**src/rtl/mult_div_unit.sv**
```systemverilog
// Iterative 32x32 signed/unsigned multiply/divide unit with HI/LO result registers.
// Divide datapath is included only when MDU_DIV_EN is defined.
module mult_div_unit #(
    parameter int WIDTH = 32
) (
    input  logic             clk,
    input  logic             reset,
    input  logic             start,
    input  logic [1:0]       op,
    input  logic [WIDTH-1:0] busA,
    input  logic [WIDTH-1:0] busB,
    input  logic             mthi,
    input  logic             mtlo,
    output logic             busy,
    output logic             done,
    output logic             div_by_zero,
    output logic [WIDTH-1:0] hi,
    output logic [WIDTH-1:0] lo
);

    localparam int CW = (WIDTH > 1) ? $clog2(WIDTH) : 1;
    localparam logic [CW-1:0] CNT_LAST = CW'(WIDTH - 1);
    localparam logic [CW-1:0] CNT_ZERO = CW'(0);
    localparam logic [CW-1:0] CNT_ONE  = CW'(1);

    typedef enum logic [1:0] {
        S_IDLE = 2'd0,
        S_RUN  = 2'd1,
        S_FIX  = 2'd2
    } state_t;

    state_t               state_r;
    logic [CW-1:0]        cnt_r;
    logic [1:0]           op_r;
    logic [WIDTH-1:0]     mcand_r;
    logic [2*WIDTH-1:0]   acc_r;
    logic                 neg_res_r;
    logic                 neg_rem_r;

    logic                 start_ok_s;
    logic                 signed_op_s;
    logic [WIDTH-1:0]     a_mag_s;
    logic [WIDTH-1:0]     b_mag_s;
    logic [WIDTH:0]       mul_sum_s;
    logic [2*WIDTH-1:0]   mul_next_s;
    logic [2*WIDTH-1:0]   product_s;
    logic [WIDTH-1:0]     fix_hi_s;
    logic [WIDTH-1:0]     fix_lo_s;

    // Two's-complement magnitude when the operand is treated as signed.
    function automatic logic [WIDTH-1:0] magnitude(input logic [WIDTH-1:0] v, input logic is_signed);
        if (is_signed && v[WIDTH-1]) begin
            magnitude = -v;
        end else begin
            magnitude = v;
        end
    endfunction

    // Conditional negation used to restore the sign of a result.
    function automatic logic [WIDTH-1:0] cond_neg(input logic [WIDTH-1:0] v, input logic neg);
        if (neg) begin
            cond_neg = -v;
        end else begin
            cond_neg = v;
        end
    endfunction

`ifdef MDU_DIV_EN
    logic [WIDTH-1:0]     rem_r;
    logic [WIDTH-1:0]     a_raw_r;
    logic                 div_zero_r;
    logic                 div_by_zero_r;
    logic [WIDTH:0]       div_shift_s;
    logic                 div_ge_s;
    logic [WIDTH-1:0]     rem_next_s;
    logic [WIDTH-1:0]     quo_next_s;

    // Restoring divide step: acc_r[WIDTH-1:0] shifts dividend bits out and quotient bits in.
    always_comb begin
        div_shift_s = {rem_r, acc_r[WIDTH-1]};
        div_ge_s    = (div_shift_s >= {1'b0, mcand_r});
        if (div_ge_s) begin
            rem_next_s = WIDTH'(div_shift_s - {1'b0, mcand_r});
        end else begin
            rem_next_s = div_shift_s[WIDTH-1:0];
        end
        quo_next_s = {acc_r[WIDTH-2:0], div_ge_s};
    end

    assign div_by_zero = div_by_zero_r;
    assign start_ok_s  = start;
`else
    assign div_by_zero = 1'b0;
    assign start_ok_s  = start && !op[1];
`endif

    // Operand conditioning for a new operation (MULT/DIV are the signed ops).
    always_comb begin
        signed_op_s = !op[0];
        a_mag_s     = magnitude(busA, signed_op_s);
        b_mag_s     = magnitude(busB, signed_op_s);
    end

    // Shift-add multiply step: upper half accumulates, lower half holds the shifting multiplier.
    always_comb begin
        mul_sum_s  = {1'b0, acc_r[2*WIDTH-1:WIDTH]} +
                     (acc_r[0] ? {1'b0, mcand_r} : {(WIDTH+1){1'b0}});
        mul_next_s = {mul_sum_s, acc_r[WIDTH-1:1]};
    end

    // Sign fix-up and result selection for the FIX cycle.
    always_comb begin
        if (neg_res_r) begin
            product_s = -acc_r;
        end else begin
            product_s = acc_r;
        end
        fix_hi_s = product_s[2*WIDTH-1:WIDTH];
        fix_lo_s = product_s[WIDTH-1:0];
`ifdef MDU_DIV_EN
        if (op_r[1]) begin
            if (div_zero_r) begin
                fix_hi_s = a_raw_r;
                fix_lo_s = {WIDTH{1'b1}};
            end else begin
                fix_hi_s = cond_neg(rem_r, neg_rem_r);
                fix_lo_s = cond_neg(acc_r[WIDTH-1:0], neg_res_r);
            end
        end else begin
            fix_hi_s = product_s[2*WIDTH-1:WIDTH];
            fix_lo_s = product_s[WIDTH-1:0];
        end
`endif
    end

    // Control FSM, iteration datapath and HI/LO registers.
    always_ff @(posedge clk) begin
        if (reset) begin
            state_r   <= S_IDLE;
            cnt_r     <= CNT_ZERO;
            op_r      <= 2'b00;
            mcand_r   <= {WIDTH{1'b0}};
            acc_r     <= {(2*WIDTH){1'b0}};
            neg_res_r <= 1'b0;
            neg_rem_r <= 1'b0;
            busy      <= 1'b0;
            done      <= 1'b0;
            hi        <= {WIDTH{1'b0}};
            lo        <= {WIDTH{1'b0}};
`ifdef MDU_DIV_EN
            rem_r         <= {WIDTH{1'b0}};
            a_raw_r       <= {WIDTH{1'b0}};
            div_zero_r    <= 1'b0;
            div_by_zero_r <= 1'b0;
`endif
        end else begin
            done <= 1'b0;
`ifdef MDU_DIV_EN
            div_by_zero_r <= 1'b0;
`endif
            case (state_r)
                S_IDLE: begin
                    if (mthi) begin
                        hi <= busA;
                    end
                    if (mtlo) begin
                        lo <= busA;
                    end
                    if (start_ok_s) begin
                        op_r      <= op;
                        neg_res_r <= signed_op_s && (busA[WIDTH-1] ^ busB[WIDTH-1]);
                        neg_rem_r <= signed_op_s && busA[WIDTH-1];
                        cnt_r     <= CNT_LAST;
                        busy      <= 1'b1;
                        state_r   <= S_RUN;
`ifdef MDU_DIV_EN
                        a_raw_r    <= busA;
                        rem_r      <= {WIDTH{1'b0}};
                        div_zero_r <= op[1] && (busB == {WIDTH{1'b0}});
                        if (op[1]) begin
                            mcand_r <= b_mag_s;
                            acc_r   <= {{WIDTH{1'b0}}, a_mag_s};
                        end else begin
                            mcand_r <= a_mag_s;
                            acc_r   <= {{WIDTH{1'b0}}, b_mag_s};
                        end
`else
                        mcand_r <= a_mag_s;
                        acc_r   <= {{WIDTH{1'b0}}, b_mag_s};
`endif
                    end
                end
                S_RUN: begin
`ifdef MDU_DIV_EN
                    if (op_r[1]) begin
                        acc_r[WIDTH-1:0] <= quo_next_s;
                        rem_r            <= rem_next_s;
                    end else begin
                        acc_r <= mul_next_s;
                    end
`else
                    acc_r <= mul_next_s;
`endif
                    if (cnt_r == CNT_ZERO) begin
                        state_r <= S_FIX;
                    end else begin
                        cnt_r <= cnt_r - CNT_ONE;
                    end
                end
                S_FIX: begin
                    hi      <= fix_hi_s;
                    lo      <= fix_lo_s;
                    done    <= 1'b1;
                    busy    <= 1'b0;
                    state_r <= S_IDLE;
`ifdef MDU_DIV_EN
                    div_by_zero_r <= div_zero_r;
`endif
                end
                default: begin
                    state_r <= S_IDLE;
                    busy    <= 1'b0;
                end
            endcase
        end
    end

endmodule
```
**config.mk**
```make
export PLATFORM = sky130hd
export DESIGN_NAME = mult_div_unit
export DESIGN_NICKNAME = d
export VERILOG_FILES = /design/src/rtl/mult_div_unit.sv
export SDC_FILE = /design/constraint.sdc
export NUM_CORES = 1
export LEC_CHECK = 0
export CORE_MARGIN = 5
export CORE_UTILIZATION = 57
export DETAILED_ROUTE_END_ITERATION = 7
export PLACE_DENSITY = 0.82
export SLEW_MARGIN = 0
export SYNTH_ARGS = -nofsm -noshare
export SYNTH_HDL_FRONTEND = slang
export SYNTH_SLANG_ARGS = --single-unit
```
**constraint.sdc**
```tcl
create_clock -name clk -period 4.1 [get_ports clk]
set_clock_uncertainty 0.05 [all_clocks]
set_input_delay 0.41 -clock clk [delete_from_list [all_inputs] [get_ports clk]]
set_output_delay 0.41 -clock clk [all_outputs]
set_load 0.01 [all_outputs]
```
==> flow_results.org <==
** Route
- DRT Wirelength :: 36.0 mm
- Routed wire per std cell :: 20.8 um
- Antenna Nets Post-Route :: 0
- The routed layout has 11300 vias.
- Per-cell via count in the routed design :: 6.54
- The first TritonRoute pass finished after 7 iterations.
- After detailed routing, the number of remaining DRC violations is 0.
- DR iter-0 viols :: 1372

** Critical path
- Crit end category :: flop
- Data on the critical path arrives at its endpoint at 4.08 ns.
- Type of origin of the critical path :: flop
- Worst setup path class :: flop to flop
- Worst Path Max Fanout :: 9
- Critical path required time :: 4.42 ns

** Yosys
- Post-synthesis area per instance :: 7.75 um2
- Cells after synthesis :: 1411
- Flip-flop and latch count after synthesis :: 170
- The synthesized design contains 0 enable-type register cells.
- For this run, the number of Yosys warnings is 0.
- For this run, the leading register cell type out of synthesis is sky130_fd_sc_hd__dfxtp_1.
- Combined area of all synthesized cells :: 10900 um2
- Synthesis produced a netlist with a net count of 1520.
- Yosys mapped the design onto 73 distinct sky130hd cell types.
- Of the synthesized area, sequential elements account for 31.1%.
- In the synthesized netlist the async set-or-reset flop fraction comes to 0%.

** Pwr
- Fraction of power spent switching nets :: 29.8%
- Switching pwr :: 1340 uW
- In this run, the combinational gates consume 21.1% of the power.
- Power per Cell Area :: 346 nW/um2
- Per report_power, the sequential group accounts for 41.7% of the total.
- VDD IR max :: 280 uV
- For this design the static power due to leakage is 0.00487 uW.
- Cell-internal power :: 3150 uW
- In this run, the clock network consumes 37.3% of the power.

** Floorplanning
- Starting density of the core :: 58.2%
- Die Ht :: 148 um
- Die Outline Area :: 22000 um2
- Pin placement for this block handled 138 I/O pins.
- The initialized floorplan defines 50 standard-cell rows.
- Chip width :: 148 um
- Core footprint :: 18800 um2

** GRT
- First-pass GRT wire length :: 56.1 mm
- Grt ovf :: 0
- Total GRT Usage :: 31.7%
- The via count of the first global-routing pass came to 10500.
- Entering global routing, the biggest net connects 84 pins.
- The initial antenna violation count was 0.

** Cells and area
- Once layout is complete, the cells apart from fillers number 1732.
- For this run, the post-layout net count is 1597.
- Of the cells placed in the final design, the portion with a size suffix greater than 1 is 5.07%.
- Number of fill cells :: 1578
- Leaving out fill and tap cells, the most frequent cell in the layout is sky130_fd_sc_hd__dfxtp_1.
- N_diodes :: 0
- Commonest non-fill, non-tap cells in the layout :: sky130_fd_sc_hd__dfxtp_1 (169), sky130_fd_sc_hd__nor2_1 (144), sky130_fd_sc_hd__clkdlybuf4s50_1 (135), sky130_fd_sc_hd__a21oi_1 (134), sky130_fd_sc_hd__nand2_1 (128)
- Area growth, synth to finish :: 18.8%

** Clock tree
- Hold repair after CTS inserted 0 buffers.
- CTS sink cnt :: 170
- TritonCTS built the clock tree.
- Number of buffers inserted to repair setup after CTS :: 0
- Clock transition at path regs :: 0.06 ns
- Root cell of the clock tree :: sky130_fd_sc_hd__clkbuf_16
- Counting the buffers created by CTS gives 17.
- Maximum number of buffers from clock root to sink :: 2
- The H-tree generated during clock tree synthesis spans 4 levels.
- The clock reaches the later pin of the worst-skew pair after 0.43 ns.
- After clock tree synthesis, the repair step resized 0 gates.

** Placed design
- Number of instances in the placed design :: 1703
- The wire-length estimate of the detail-placed layout is 26.3 mm.
- In this run the tool buffered the top-level ports with 136 buffer cells.
- At the end of routability-driven placement, the weighted congestion stood at 0.939.

** STA
- For the pin with the worst max-slew slack, the measured transition is 1.08 ns.
- The smallest clock period supported by the final layout is computed as 3.75 ns.
- Of the available clock period, the critical path in the final layout requires 91.6%.
- Setup violations remaining at the end of the flow were counted as 0.
- Measured against its own limit, the worst slew margin works out to 28.0%.
- Static timing analysis puts the maximum clock frequency at 266 MHz.
- Setup repair after global routing left no endpoint under its margin.
- The number of pins exceeding their max-slew limit in the final report was 0.
- The count of final hold-check violations came to 0.
- For the final routed database, the setup TNS stands at 0 ns.

** Flow run
- Max-cap violations in this run came to 0.

** Hold path
- Tightest Hold Check Type :: flop to flop

** Run status
- Result of the run :: complete, no violations
## per-layer routing
metal	vias up	routed length, um	track usage, %
li1	5286	-	-
met1	5228	14500	42.3
met2	693	16200	50.1
met3	123	3710	6.22
met4	0	1560	13.3
met5	-	0	0
## cell families (layout without fill, tap and decap cells)
kind of cell    Yosys count  count (layout)  share of synthesized area (%)
xor+xnor                141             141                           11.3
mux                       3               3                          0.275
other cells               1               1                         0.0343
flops                   170             170                           31.1
buf+inv                 125             212                           4.36
compound gates          467             467                           27.9
fa+ha+maj                38              38                           4.42
simple gates            466             466                           20.6
## metrics by stage
| step | total power (uW) | hold WS [ns] | area [um2] | util, % | setup WS [ns] |
|---|---|---|---|---|---|
| 3_5_place_dp | 2820 | 0.407 | 12400 | 66.0 | 0.411 |
| 4_1_cts | 4450 | 0.416 | 13000 | 69.2 | 0.434 |
| 5_1_grt | 4640 | 0.439 | 13000 | 69.2 | 0.0981 |
| 6_report | 4490 | 0.413 | 13000 | 69.2 | 0.346 |
| 2_1_floorplan | 2420 | 0.382 | 10900 | - | 1.17 |
| 3_3_place_gp | 2800 | 0.393 | 12400 | 66.0 | 0.480 |
## cell usage after synthesis (4+ instances only)
| cell | instances | share of area (%) |
|---|---|---|
| sky130_fd_sc_hd__buf_1 | 10 | 0.34 |
| sky130_fd_sc_hd__o22ai_1 | 24 | 1.4 |
| sky130_fd_sc_hd__nor2_1 | 145 | 5.0 |
| sky130_fd_sc_hd__or4_1 | 13 | 0.89 |
| sky130_fd_sc_hd__nor3_1 | 35 | 1.6 |
| sky130_fd_sc_hd__a22o_1 | 4 | 0.32 |
| sky130_fd_sc_hd__and3_1 | 8 | 0.46 |
| sky130_fd_sc_hd__o31ai_1 | 36 | 2.5 |
| sky130_fd_sc_hd__a221oi_1 | 4 | 0.32 |
| sky130_fd_sc_hd__ha_1 | 37 | 4.2 |
| sky130_fd_sc_hd__a311oi_1 | 9 | 0.72 |
| sky130_fd_sc_hd__nand2b_1 | 9 | 0.52 |
| sky130_fd_sc_hd__nand3_1 | 21 | 0.96 |
| sky130_fd_sc_hd__a2111oi_0 | 5 | 0.40 |
| sky130_fd_sc_hd__o211ai_1 | 4 | 0.27 |
| sky130_fd_sc_hd__xnor2_1 | 59 | 4.7 |
| sky130_fd_sc_hd__xor2_1 | 82 | 6.6 |
| sky130_fd_sc_hd__a31oi_1 | 11 | 0.63 |
| sky130_fd_sc_hd__clkbuf_1 | 83 | 2.9 |
| sky130_fd_sc_hd__a21o_1 | 18 | 1.2 |
| sky130_fd_sc_hd__nand4_1 | 6 | 0.34 |
| sky130_fd_sc_hd__a22oi_1 | 38 | 2.6 |
| sky130_fd_sc_hd__o41ai_1 | 12 | 0.96 |
| sky130_fd_sc_hd__a211oi_1 | 57 | 3.9 |
| sky130_fd_sc_hd__o21bai_1 | 7 | 0.48 |
| sky130_fd_sc_hd__or2_2 | 5 | 0.29 |
| sky130_fd_sc_hd__or3_1 | 26 | 1.5 |
| sky130_fd_sc_hd__and2_1 | 35 | 2.0 |
| sky130_fd_sc_hd__o21ai_0 | 77 | 3.5 |
| sky130_fd_sc_hd__nor2b_1 | 8 | 0.46 |
| sky130_fd_sc_hd__inv_1 | 28 | 0.96 |
| sky130_fd_sc_hd__a21oi_1 | 134 | 6.1 |
| sky130_fd_sc_hd__dfxtp_1 | 170 | 31 |
| sky130_fd_sc_hd__nand2_1 | 128 | 4.4 |
| sky130_fd_sc_hd__nor4_1 | 7 | 0.40 |
## layout make-up
| class | count | area, um2 | area share (%) |
|---|---|---|---|
| clock inverters | 7 | 118 | 0.906 |
| inverters | 28 | 105 | 0.810 |
| well taps | 234 | 293 | 2.26 |
| multi-input cells | 1116 | 7070 | 54.5 |
| repair buffers | 155 | 1510 | 11.7 |
| flip-flops and latches | 170 | 3400 | 26.2 |
| clock buffers | 22 | 474 | 3.65 |
## path summary, 6_finish.rpt
check / from / end / slack [ns] / cells past startpoint
hold / removal: hi[30]$_SDFFE_PP0P_ / hi[30]$_SDFFE_PP0P_ / 0.41 / 2
setup / recovery: acc_r[8]$_SDFFE_PP0P_ / hi[19]$_SDFFE_PP0P_ / 0.35 / 8
setup reg to reg: acc_r[8]$_SDFFE_PP0P_ / hi[19]$_SDFFE_PP0P_ / 0.35 / 8
hold reg to reg: hi[30]$_SDFFE_PP0P_ / hi[30]$_SDFFE_PP0P_ / 0.41 / 2
## power by group through the flow
stage          registers [uW]  clock network (uW)  logic [uW]
3_3_place_gp             1900                   0         901
3_5_place_dp             1900                   0         916
6_report                 1870                1670         945
2_1_floorplan            1890                   0         533
5_1_grt                  1880                1740        1010
4_1_cts                  1870                1660         926
## critical path: stages, from the launching register on
cell and delay (ns):
sky130_fd_sc_hd__dfxtp_1 0.38, sky130_fd_sc_hd__nor4_2 0.56, sky130_fd_sc_hd__nand4_1 0.25, sky130_fd_sc_hd__or4b_1 0.73, sky130_fd_sc_hd__nand4bb_1 0.59, sky130_fd_sc_hd__o31ai_1 0.42, sky130_fd_sc_hd__xor2_1 0.10, sky130_fd_sc_hd__a2111oi_0 0.48
sky130_fd_sc_hd__a21o_1 0.13
## sequential cells by signal, indices dropped and copies added, names as in the netlist
signal     flops
hi            32
cnt_r          5
neg_res_r      1
state_r        2
acc_r         64
mcand_r       32
busy           1
done           1
lo            32
No activity file was read; power rests on OpenSTA's default activity.
==> RTL change, RTL diff (same settings) <==
Change the parameter `WIDTH` from 32 to 64.
--- a/src/rtl/mult_div_unit.sv
+++ b/src/rtl/mult_div_unit.sv
@@ -1,7 +1,7 @@
 // Iterative 32x32 signed/unsigned multiply/divide unit with HI/LO result registers.
 // Divide datapath is included only when MDU_DIV_EN is defined.
 module mult_div_unit #(
-    parameter int WIDTH = 32
+    parameter int WIDTH = 64
 ) (
     input  logic             clk,
     input  logic             reset,
Ports: changed (resized busA, busB, hi and lo); port bits go from 138 to 266. The function was not compared with the original's and may differ.
==> RTL change against the original RTL <==
  * Combinational power grew 110%
  * Setup slack got worse by 0.072 ns
  * Final area up 110%
  * Synthesized area up 110%
  * First-iteration DRC count is 130% higher
  * Synthesized cell count up 110%
  * Total power is 110% higher
  * Routed wire length increased by 150%
  * Sequential cell count increased by 161
  * Largest cell class unchanged
  * Highest routed layer is now met5
==> RTL change: results (changes against the original RTL) <==
[pwr]
swShare=0.307  ; +0.00973
ir_drop_mv=0.268  ; -4.4%
p_per_area_nw_per_um2=345  ; -0.16%
power_clock_mw=3.78  ; +130%

[logic_synthesis]
synth_common_cells=331 x dfxtp_1, 325 x nor2_1, 323 x a21oi_1
syn_inst=2988  ; +110%
synthTopCellsByArea=dfxtp_1 30%, a21oi_1 7.2%, xor2_1 6.4%
yosysUniqueCellTypes=77  ; +5.5%
synth.net_count=3193  ; +110%

[setup_path]
crit_arrival_ns=4.23  ; +0.15 ns
slowest_delay_ns=0.64  ; -0.09 ns

[placed_design]
gp_congestion=1.07  ; +13%
hpwl_mm=66.2  ; +150%
dp_cells=3670  ; +120%
placed_cell_area_um2=25800  ; +110%
io_buffer_count=264  ; +94%

[global_route]
grt_usage=0.382  ; +0.0649
grt_pass1_wl_mm=133  ; +140%
grt_max_degree=111  ; +32%
grt_pass1_vias=23200  ; +120%
grt_util_met2=0.602  ; +0.101

[drt]
wl_per_cell_um=23.6  ; +14%
wirelength_mm=88.3  ; +150%

[clock_tree]
htreeDepth=2  ; -2
clock_tree.buffer_depth=3  ; +1
cts_made_buffers=39  ; +22

[status]
outcome=completed

[cells_and_area]
largest_register_ffs=128  ; +100%

[RTL change: cell count changes after synthesis, moves of 51 or more]
cell / delta
a21oi_1: +189
nor2_1: +180
nand2_1: +177
dfxtp_1: +161
clkbuf_1: +103
xor2_1: +82
o21ai_0: +72
nand3_1: +54
xnor2_1: +51
[RTL change: path summary, 6_finish.rpt]
kind                            slack [ns]                  end  depth (start not counted)                   from
worst max-delay path                  0.27   hi[7]$_SDFFE_PP0P_                          9  acc_r[6]$_SDFFE_PP0P_
worst min-delay path                  0.40  hi[27]$_SDFFE_PP0P_                          1    hi[27]$_SDFFE_PP0P_
worst max register to register        0.27   hi[7]$_SDFFE_PP0P_                          9  acc_r[6]$_SDFFE_PP0P_
worst min register to register        0.40  hi[27]$_SDFFE_PP0P_                          1    hi[27]$_SDFFE_PP0P_
[RTL change: kinds of logic (layout without fill, tap and decap cells)]
group,count (synthesis),in the layout,share of synthesized area
compound gates,968,968,0.277
xor+xnor,274,274,0.107
fa+ha+maj,70,70,0.0394
buf+inv,244,478,0.0411
flops,331,331,0.296
mux,7,7,0.00313
other cells,1,2,0.000167
simple gates,1093,1093,0.236
[RTL change: cell type report]
cell class	instances	area, um2
multi-input cells	2413	14900
fillers	3234	11600
flip-flops and latches	331	6630
repair buffers	368	3490
clock buffers	53	1150
well taps	518	648
clock inverters	17	223
inverters	40	150
diodes	1	2.50
[RTL change: critical path, delay by kind of cell (launching register included)]
kind	cells	cell delay, ns
flip-flops	1	0.36
buffers and inverters	1	0.24
XOR/XNOR	1	0.11
AO/OA/AOI/OAI	2	0.75
AND/OR/NAND/NOR	5	2.19
[RTL change: routing by layer]
layer  up-vias  routed length (um)
met2      1470               39100
li1      11300                   -
met1     11500               34300
met4         2                5140
met3       319                9750
met5         -                   9
